<file path="src/rtl/seq_datapath_pkg.sv">
// Shared encodings for the sequential datapath: bus sources, ALU operations
// and the multiply/divide sequencer states.
package seq_datapath_pkg;

    typedef enum logic [3:0] {
        SRC_NONE   = 4'd0,
        SRC_REG    = 4'd1,
        SRC_HI     = 4'd2,
        SRC_LO     = 4'd3,
        SRC_ZHI    = 4'd4,
        SRC_ZLO    = 4'd5,
        SRC_PC     = 4'd6,
        SRC_MDR    = 4'd7,
        SRC_INPORT = 4'd8,
        SRC_C      = 4'd9
    } bus_src_e;

    typedef enum logic [3:0] {
        OP_ADD  = 4'd0,
        OP_SUB  = 4'd1,
        OP_AND  = 4'd2,
        OP_OR   = 4'd3,
        OP_SHR  = 4'd4,
        OP_SHRA = 4'd5,
        OP_SHL  = 4'd6,
        OP_ROR  = 4'd7,
        OP_ROL  = 4'd8,
        OP_NEG  = 4'd9,
        OP_NOT  = 4'd10,
        OP_MUL  = 4'd11,
        OP_DIV  = 4'd12
    } alu_op_e;

    typedef enum logic [1:0] {
        ST_IDLE = 2'd0,
        ST_RUN  = 2'd1,
        ST_DONE = 2'd2
    } md_state_e;

    function automatic logic is_multicycle(input logic [3:0] op);
        return (op == OP_MUL) || (op == OP_DIV);
    endfunction

endpackage

</file>
<file path="src/rtl/seq_muldiv.sv">
// Iterative signed multiply (radix-2 Booth) and signed divide (restoring on
// magnitudes); one iteration per cycle, WIDTH iterations per operation.
module seq_muldiv import seq_datapath_pkg::*; #(
    parameter int WIDTH = 32
) (
    input  logic               clock,
    input  logic               clear,
    input  logic               start,
    input  logic               is_div,
    input  logic [WIDTH-1:0]   a,
    input  logic [WIDTH-1:0]   b,
    output logic               busy,
    output logic               done,
    output logic               z_we,
    output logic [2*WIDTH-1:0] z_val,
    output logic               div_zero
);

    localparam int CW = $clog2(WIDTH);
    localparam logic [CW-1:0] LAST = CW'(WIDTH - 1);

    md_state_e state, state_nx;

    logic [WIDTH-1:0] opa, dvs, q, q_nx, quo, rem;
    logic [WIDTH:0]   acc, acc_nx, m_ext, booth_sum, rem_sh, rem_sub;
    logic             q1, q1_nx, div_mode, a_neg, b_neg, b_zero;
    logic [CW-1:0]    cnt;
    logic             last;

    assign last     = (cnt == LAST);
    assign busy     = (state != ST_IDLE);
    assign done     = (state == ST_DONE);
    assign z_we     = (state == ST_RUN) && last;
    assign div_zero = z_we && div_mode && b_zero;

    always_ff @(posedge clock or negedge clear) begin
        if (!clear) state <= ST_IDLE;
        else        state <= state_nx;
    end

    always_comb begin
        state_nx = state;
        case (state)
            ST_IDLE: if (start) state_nx = ST_RUN;
            ST_RUN:  if (last)  state_nx = ST_DONE;
            ST_DONE: state_nx = ST_IDLE;
            default: state_nx = ST_IDLE;
        endcase
    end

    // One iteration: for divide acc is the partial remainder and q shifts the
    // dividend out / quotient in; for multiply {acc,q,q1} is the Booth register.
    always_comb begin
        m_ext     = {opa[WIDTH-1], opa};
        booth_sum = acc;
        rem_sh    = '0;
        rem_sub   = '0;
        acc_nx    = acc;
        q_nx      = q;
        q1_nx     = q1;
        if (div_mode) begin
            rem_sh  = {acc[WIDTH-1:0], q[WIDTH-1]};
            rem_sub = rem_sh - {1'b0, dvs};
            if (!rem_sub[WIDTH]) begin
                acc_nx = rem_sub;
                q_nx   = {q[WIDTH-2:0], 1'b1};
            end else begin
                acc_nx = rem_sh;
                q_nx   = {q[WIDTH-2:0], 1'b0};
            end
        end else begin
            case ({q[0], q1})
                2'b01:   booth_sum = acc + m_ext;
                2'b10:   booth_sum = acc - m_ext;
                default: booth_sum = acc;
            endcase
            {acc_nx, q_nx, q1_nx} = {booth_sum[WIDTH], booth_sum, q};
        end
    end

    always_comb begin
        quo   = (a_neg ^ b_neg) ? -q_nx : q_nx;
        rem   = a_neg ? -acc_nx[WIDTH-1:0] : acc_nx[WIDTH-1:0];
        z_val = {acc_nx[WIDTH-1:0], q_nx};
        if (div_mode) z_val = b_zero ? {opa, {WIDTH{1'b1}}} : {rem, quo};
    end

    always_ff @(posedge clock or negedge clear) begin
        if (!clear) begin
            opa      <= '0;
            dvs      <= '0;
            acc      <= '0;
            q        <= '0;
            q1       <= 1'b0;
            cnt      <= '0;
            div_mode <= 1'b0;
            a_neg    <= 1'b0;
            b_neg    <= 1'b0;
            b_zero   <= 1'b0;
        end else if (state == ST_IDLE && start) begin
            opa      <= a;
            dvs      <= b[WIDTH-1] ? -b : b;
            acc      <= '0;
            q        <= is_div ? (a[WIDTH-1] ? -a : a) : b;
            q1       <= 1'b0;
            cnt      <= '0;
            div_mode <= is_div;
            a_neg    <= a[WIDTH-1];
            b_neg    <= b[WIDTH-1];
            b_zero   <= (b == '0);
        end else if (state == ST_RUN) begin
            acc <= acc_nx;
            q   <= q_nx;
            q1  <= q1_nx;
            cnt <= cnt + 1'b1;
        end
    end

endmodule

</file>
<file path="src/rtl/seq_datapath.sv">
// Bus-based CPU datapath: register file, special registers, bus mux and a
// single-cycle ALU, with multiply/divide delegated to seq_muldiv.
module seq_datapath import seq_datapath_pkg::*; #(
    parameter int WIDTH   = 32,
    parameter int NREGS   = 16,
    parameter int R0_ZERO = 0,
    parameter int PC_STEP = 4,
    parameter int C_BITS  = 19
) (
    input  logic                     clock,
    input  logic                     clear,
    input  logic [WIDTH-1:0]         mem_data_in,
    input  logic [WIDTH-1:0]         inport_data,
    input  logic [3:0]               bus_src,
    input  logic [$clog2(NREGS)-1:0] reg_sel,
    input  logic                     Rin,
    input  logic                     PCin,
    input  logic                     IncPC,
    input  logic                     IRin,
    input  logic                     MARin,
    input  logic                     MDRin,
    input  logic                     MDRread,
    input  logic                     HIin,
    input  logic                     LOin,
    input  logic                     Yin,
    input  logic                     InPortin,
    input  logic                     OutPortin,
    input  logic [3:0]               alu_op,
    input  logic                     alu_start,
    output logic                     alu_busy,
    output logic                     alu_done,
    output logic                     div_by_zero,
    output logic [WIDTH-1:0]         bus_out,
    output logic [WIDTH-1:0]         ir_out,
    output logic [WIDTH-1:0]         mar_out,
    output logic [WIDTH-1:0]         outport_out
);

    localparam int SW = $clog2(WIDTH);
    localparam logic [SW:0] WBITS = (SW + 1)'(WIDTH);
    localparam logic [WIDTH-1:0] PC_INC = WIDTH'(PC_STEP);
    localparam bit R0_HARD = (R0_ZERO != 0);

    logic [WIDTH-1:0]   rf [NREGS];
    logic [WIDTH-1:0]   pc, ir, mar, mdr, hi, lo, y, inport, outport;
    logic [2*WIDTH-1:0] z, md_z;
    logic [WIDTH-1:0]   bus, reg_rd, c_ext, alu_res;
    logic [SW-1:0]      shamt;
    logic [SW:0]        rot_l;
    logic               r0_sel, accept, single, md_start;
    logic               md_busy, md_done, md_z_we, md_dz, single_done, dbz;

    assign r0_sel = R0_HARD && (reg_sel == '0);
    assign reg_rd = r0_sel ? '0 : rf[reg_sel];
    assign c_ext  = {{(WIDTH-C_BITS){ir[C_BITS-1]}}, ir[C_BITS-1:0]};

    always_comb begin
        bus = '0;
        case (bus_src)
            SRC_REG:    bus = reg_rd;
            SRC_HI:     bus = hi;
            SRC_LO:     bus = lo;
            SRC_ZHI:    bus = z[2*WIDTH-1:WIDTH];
            SRC_ZLO:    bus = z[WIDTH-1:0];
            SRC_PC:     bus = pc;
            SRC_MDR:    bus = mdr;
            SRC_INPORT: bus = inport;
            SRC_C:      bus = c_ext;
            default:    bus = '0;
        endcase
    end

    // A is always Y, B is always the bus; unary ops (NEG/NOT) act on B.
    assign shamt = bus[SW-1:0];
    assign rot_l = WBITS - {1'b0, shamt};

    always_comb begin
        alu_res = '0;
        case (alu_op)
            OP_ADD:  alu_res = y + bus;
            OP_SUB:  alu_res = y - bus;
            OP_AND:  alu_res = y & bus;
            OP_OR:   alu_res = y | bus;
            OP_SHR:  alu_res = y >> shamt;
            OP_SHRA: alu_res = $signed(y) >>> shamt;
            OP_SHL:  alu_res = y << shamt;
            OP_ROR:  alu_res = (y >> shamt) | (y << rot_l);
            OP_ROL:  alu_res = (y << shamt) | (y >> rot_l);
            OP_NEG:  alu_res = -bus;
            OP_NOT:  alu_res = ~bus;
            default: alu_res = '0;
        endcase
    end

    assign accept   = alu_start && !md_busy;
    assign md_start = accept && is_multicycle(alu_op);
    assign single   = accept && !is_multicycle(alu_op);

    seq_muldiv #(.WIDTH(WIDTH)) u_muldiv (
        .clock    (clock),
        .clear    (clear),
        .start    (md_start),
        .is_div   (alu_op == OP_DIV),
        .a        (y),
        .b        (bus),
        .busy     (md_busy),
        .done     (md_done),
        .z_we     (md_z_we),
        .z_val    (md_z),
        .div_zero (md_dz)
    );

    always_ff @(posedge clock or negedge clear) begin
        if (!clear) begin
            for (int i = 0; i < NREGS; i++) rf[i] <= '0;
        end else if (Rin && !r0_sel) begin
            rf[reg_sel] <= bus;
        end
    end

    always_ff @(posedge clock or negedge clear) begin
        if (!clear) begin
            pc          <= '0;
            ir          <= '0;
            mar         <= '0;
            mdr         <= '0;
            hi          <= '0;
            lo          <= '0;
            y           <= '0;
            z           <= '0;
            inport      <= '0;
            outport     <= '0;
            single_done <= 1'b0;
            dbz         <= 1'b0;
        end else begin
            if (IncPC)     pc <= pc + PC_INC;
            else if (PCin) pc <= bus;
            if (IRin)      ir  <= bus;
            if (MARin)     mar <= bus;
            if (MDRin)     mdr <= MDRread ? mem_data_in : bus;
            if (HIin)      hi  <= bus;
            if (LOin)      lo  <= bus;
            if (Yin)       y   <= bus;
            if (InPortin)  inport  <= inport_data;
            if (OutPortin) outport <= bus;
            if (single)       z <= {{WIDTH{1'b0}}, alu_res};
            else if (md_z_we) z <= md_z;
            single_done <= single;
            if (accept)     dbz <= 1'b0;
            else if (md_dz) dbz <= 1'b1;
        end
    end

    assign alu_busy    = md_busy;
    assign alu_done    = single_done || md_done;
    assign div_by_zero = dbz;
    assign bus_out     = bus;
    assign ir_out      = ir;
    assign mar_out     = mar;
    assign outport_out = outport;

endmodule

</file>
<file path="config.mk">
export PLATFORM = sky130hd
export DESIGN_NAME = seq_datapath
export DESIGN_NICKNAME = d
export VERILOG_FILES = /design/src/rtl/seq_datapath_pkg.sv /design/src/rtl/seq_muldiv.sv /design/src/rtl/seq_datapath.sv
export SDC_FILE = /design/constraint.sdc
export NUM_CORES = 2
export LEC_CHECK = 0
export ABC_CLOCK_PERIOD_IN_PS = 8900
export BUFFER_PORTS_ARGS = -buffer_cell sky130_fd_sc_hd__buf_2
export CAP_MARGIN = 20
export CORE_UTILIZATION = 60
export DETAILED_ROUTE_END_ITERATION = 8
export PLACE_DENSITY = 0.79
export SKIP_LAST_GASP = 1
export SYNTH_ARGS = -nofsm -noshare
export SYNTH_HDL_FRONTEND = slang
export SYNTH_SLANG_ARGS = --single-unit
</file>
<file path="constraint.sdc">
create_clock -name clock -period 8.9 [get_ports clock]
set_clock_uncertainty 0.2 [all_clocks]
set_input_delay 1.78 -clock clock [delete_from_list [all_inputs] [get_ports clock]]
set_output_delay 1.78 -clock clock [all_outputs]
set_load 0.005 [all_outputs]
</file>
==> impl_metrics.tcl <==
set metrics [dict create \
    status "finished with violations" \
    violations "design-rule violations" \
    critPathMaxStageDelay_ns 0.84 \
    top_register "rf" \
    synth_flop_cell "dfrtp_1" \
    hold_viol 0 \
    worst_path_max_delay_cell "nor4_1" \
    switching_share 0.4859 \
    p_clk_frac 0.184 \
    vias 67883 \
    switching_power_mw 12.41 \
    first_pass_iters 9 \
    m1WireLength_mm 103.5 \
    drc 104 \
    final_common_cell "dfrtp_1" \
    syn_area_per_cell_um2 8.712 \
    relSlewSlack 0.04755 \
    intPower_mw 13.13 \
    gp_congestion 1.147 \
    layout.cells.most_common_list "dfrtp_1 (1004), nor2_1 (931), nand2_1 (818)" \
    fmax_ghz 0.1240 \
    cts_tree "yes" \
    cts_hold_buffers 0 \
    start_util 0.6048 \
    io_pins 222 \
    ant_nets 0 \
    met2_length_mm 129.1 \
    final.min_clock_period_ns 8.067 \
    pre_cts_ws_ns 0.4669 \
    netlist_area_um2 63580 \
    multi_input_area_um2 35690 \
    root_buffer "clkbuf_16" \
    fin_setup_tns_ns 0 \
    rsz0062_at_grt "false" \
    grt_pass1_vias 64418 \
    cts.sinks 1006 \
    crit_path_max_fanout 5 \
    grt_pass1_wl_mm 452.8 \
    timing.hold.ws_ns 0.2864 \
    path_class "reg -> reg" \
    synthDistinctLibCells 111 \
    htree_num_levels 3 \
    worstSetupEndpointType "flop" \
    die_area_um2 107300 \
    gr-total-overflow 0 \
    async_flop_share 1.000 \
    die-height_um 327.5 \
    cts_buffers 104 \
    netlist_instances 7298 \
    wl_met3_mm 52.51 \
    post_cts_resized 0 \
    num_rows 119 \
    seq_area_um2 25180 \
    worstMarginPinSlew_ns 1.429 \
    core_um2 105100 \
    comb_power_share 0.537 \
    finalWorstSetupSlack_ns 0.8332 \
    seqPwrFrac 0.279 \
    syn_nets 7501 \
    arrival_ns 8.50 \
    cp.required_ns 9.34 \
    cap_violations 0 \
    synth_edf_count 0 \
    powerDensity_nw_per_um2 363.5 \
    wirelength_mm 319.0 \
    clkTransAtPathRegs_ns 0.07 \
    yosysWarnings 0 \
    drt_iter0_markers 12554 \
    path_common_cell "a31oi_1" \
    place_hpwl_mm 212.5 \
    period_share 0.9064 \
    synth_seq_area_share 0.3960 \
    top_regs "rf x512, z x64, u_muldiv.acc x33" \
    critPathLaunchType "flop" \
    hold_class "reg -> reg" \
    top_layer_used "met5" \
    largest_reg_flops 512 \
    wire_per_inst_um 36.34 \
    insertion_delay_ns 0.78 \
    area_growth_pct 10.52 \
    antenna_found_initial 38 \
    nFillCells 7855 \
    ys_ff_latch 1006 \
    setup_violations 0 \
    post_cts_buffers 0 \
    vdd_ir_drop_max_mv 0.4226 \
    grt_usage 0.5826 \
    cts_max_path_buffers 3 \
    vias_per_cell 7.733 \
    finalMaxSlewViolations 0 \
    utilization 0.6684 \
    p_leak_nw 30.39 \
    die_w_um 327.5 \
    nets 7478 \
    drive_gt1_frac 0.1548 \
    port_buffers 221 \
    grt_start_max_net_pins 194 \
]
## final timing paths
check | from | end | slack (ns) | cells after the start
setup / recovery | u_muldiv.q[31] | z[28] | 0.83 | 33
hold / removal | u_muldiv.dvs[4] | u_muldiv.dvs[4] | 0.29 | 2
setup reg to reg | u_muldiv.q[31] | z[28] | 0.83 | 33
hold reg to reg | u_muldiv.dvs[4] | u_muldiv.dvs[4] | 0.29 | 2
max in group asynchronous | clear | mar_out[31] | 5.45 | 3
min in group asynchronous | clear | u_muldiv.dvs[21] | 0.82 | 1
## per-layer routing
metal  vias up  track usage
met5         -      0.02618
met3      2413       0.2804
met4        32       0.4585
met1     32042       0.6754
met2      7302       0.8205
li1      26094            -
## critical path, delay by kind of cell, from the launching register on
| kind | cells | cell delay [ns] |
|---|---|---|
| DFF | 1 | 0.40 |
| buffers and inverters | 5 | 0.66 |
| AOI/OAI and AO/OA | 13 | 2.59 |
| adders and majority gates | 4 | 0.98 |
| xor gates and xnor gates | 1 | 0.18 |
| and+or+nand+nor | 10 | 2.93 |
## kinds of logic after synthesis
family,after synthesis,synth area share
buffers and inverters,775,0.04951
AO/OA/AOI/OAI,2216,0.2120
AND/OR/NAND/NOR,2342,0.1613
XOR/XNOR,255,0.03548
multiplexers,592,0.1234
flip-flops,1006,0.3960
adder cells (fa/ha/maj),112,0.02240
## power groups by stage
stage               logic (mW)  clock network [mW]  registers [mW]
floorplan                 8.78                   0            6.31
global placement          12.5                   0            6.89
detailed placement        12.8                   0            6.95
CTS                       13.0                4.64            6.94
global route              14.3                4.80            7.09
finish                    13.7                4.71            7.12
## cell type report
| type | count | area share |
|---|---|---|
| multi-input cells | 5517 | 0.5079 |
| flip-flops and latches | 1006 | 0.3583 |
| repair buffers | 522 | 0.04997 |
| clock buffers | 147 | 0.04275 |
| well taps | 1391 | 0.02477 |
| clock inverters | 47 | 0.008779 |
| inverters | 124 | 0.006624 |
| diodes | 24 | 0.0008547 |
## per-stage QoR
step | total power, mW | instances | area (µm²)
detailed placement | 19.71 | 8557 | 66540
global placement | 19.38 | 8556 | 66540
finish | 25.54 | 8778 | 70270
global route | 26.19 | 8756 | 70210
CTS | 24.56 | 8751 | 70160
floorplan | 15.09 | 7298 | 63610
## cell usage after synthesis (37+ instances only)
library cell / instances / area (µm²)
mux2i_1: 266 / 2663
a31oi_1: 59 / 369.1
a221oi_1: 44 / 385.4
o21ai_0: 595 / 2978
clkbuf_1: 490 / 1839
nor3_1: 104 / 520.5
mux2_2: 189 / 2128
a22o_1: 38 / 332.8
o22ai_1: 59 / 369.1
ha_1: 109 / 1364
o221ai_1: 56 / 490.5
xnor2_1: 192 / 1682
nor2_1: 947 / 3555
buf_2: 84 / 420.4
nand2b_1: 46 / 287.8
o31ai_1: 37 / 277.8
and3_1: 38 / 237.7
a21o_1: 50 / 375.4
a21oi_1: 815 / 4079
nand3_1: 103 / 515.5
dfrtp_1: 1006 / 25170
inv_1: 113 / 424.2
xor2_1: 60 / 525.5
nand2_1: 820 / 3078
a211oi_1: 56 / 420.4
a22oi_1: 46 / 345.3
buf_1: 62 / 232.7
mux4_2: 134 / 3018
o211ai_1: 71 / 533.0
No activity file was read; power rests on OpenSTA's default activity.
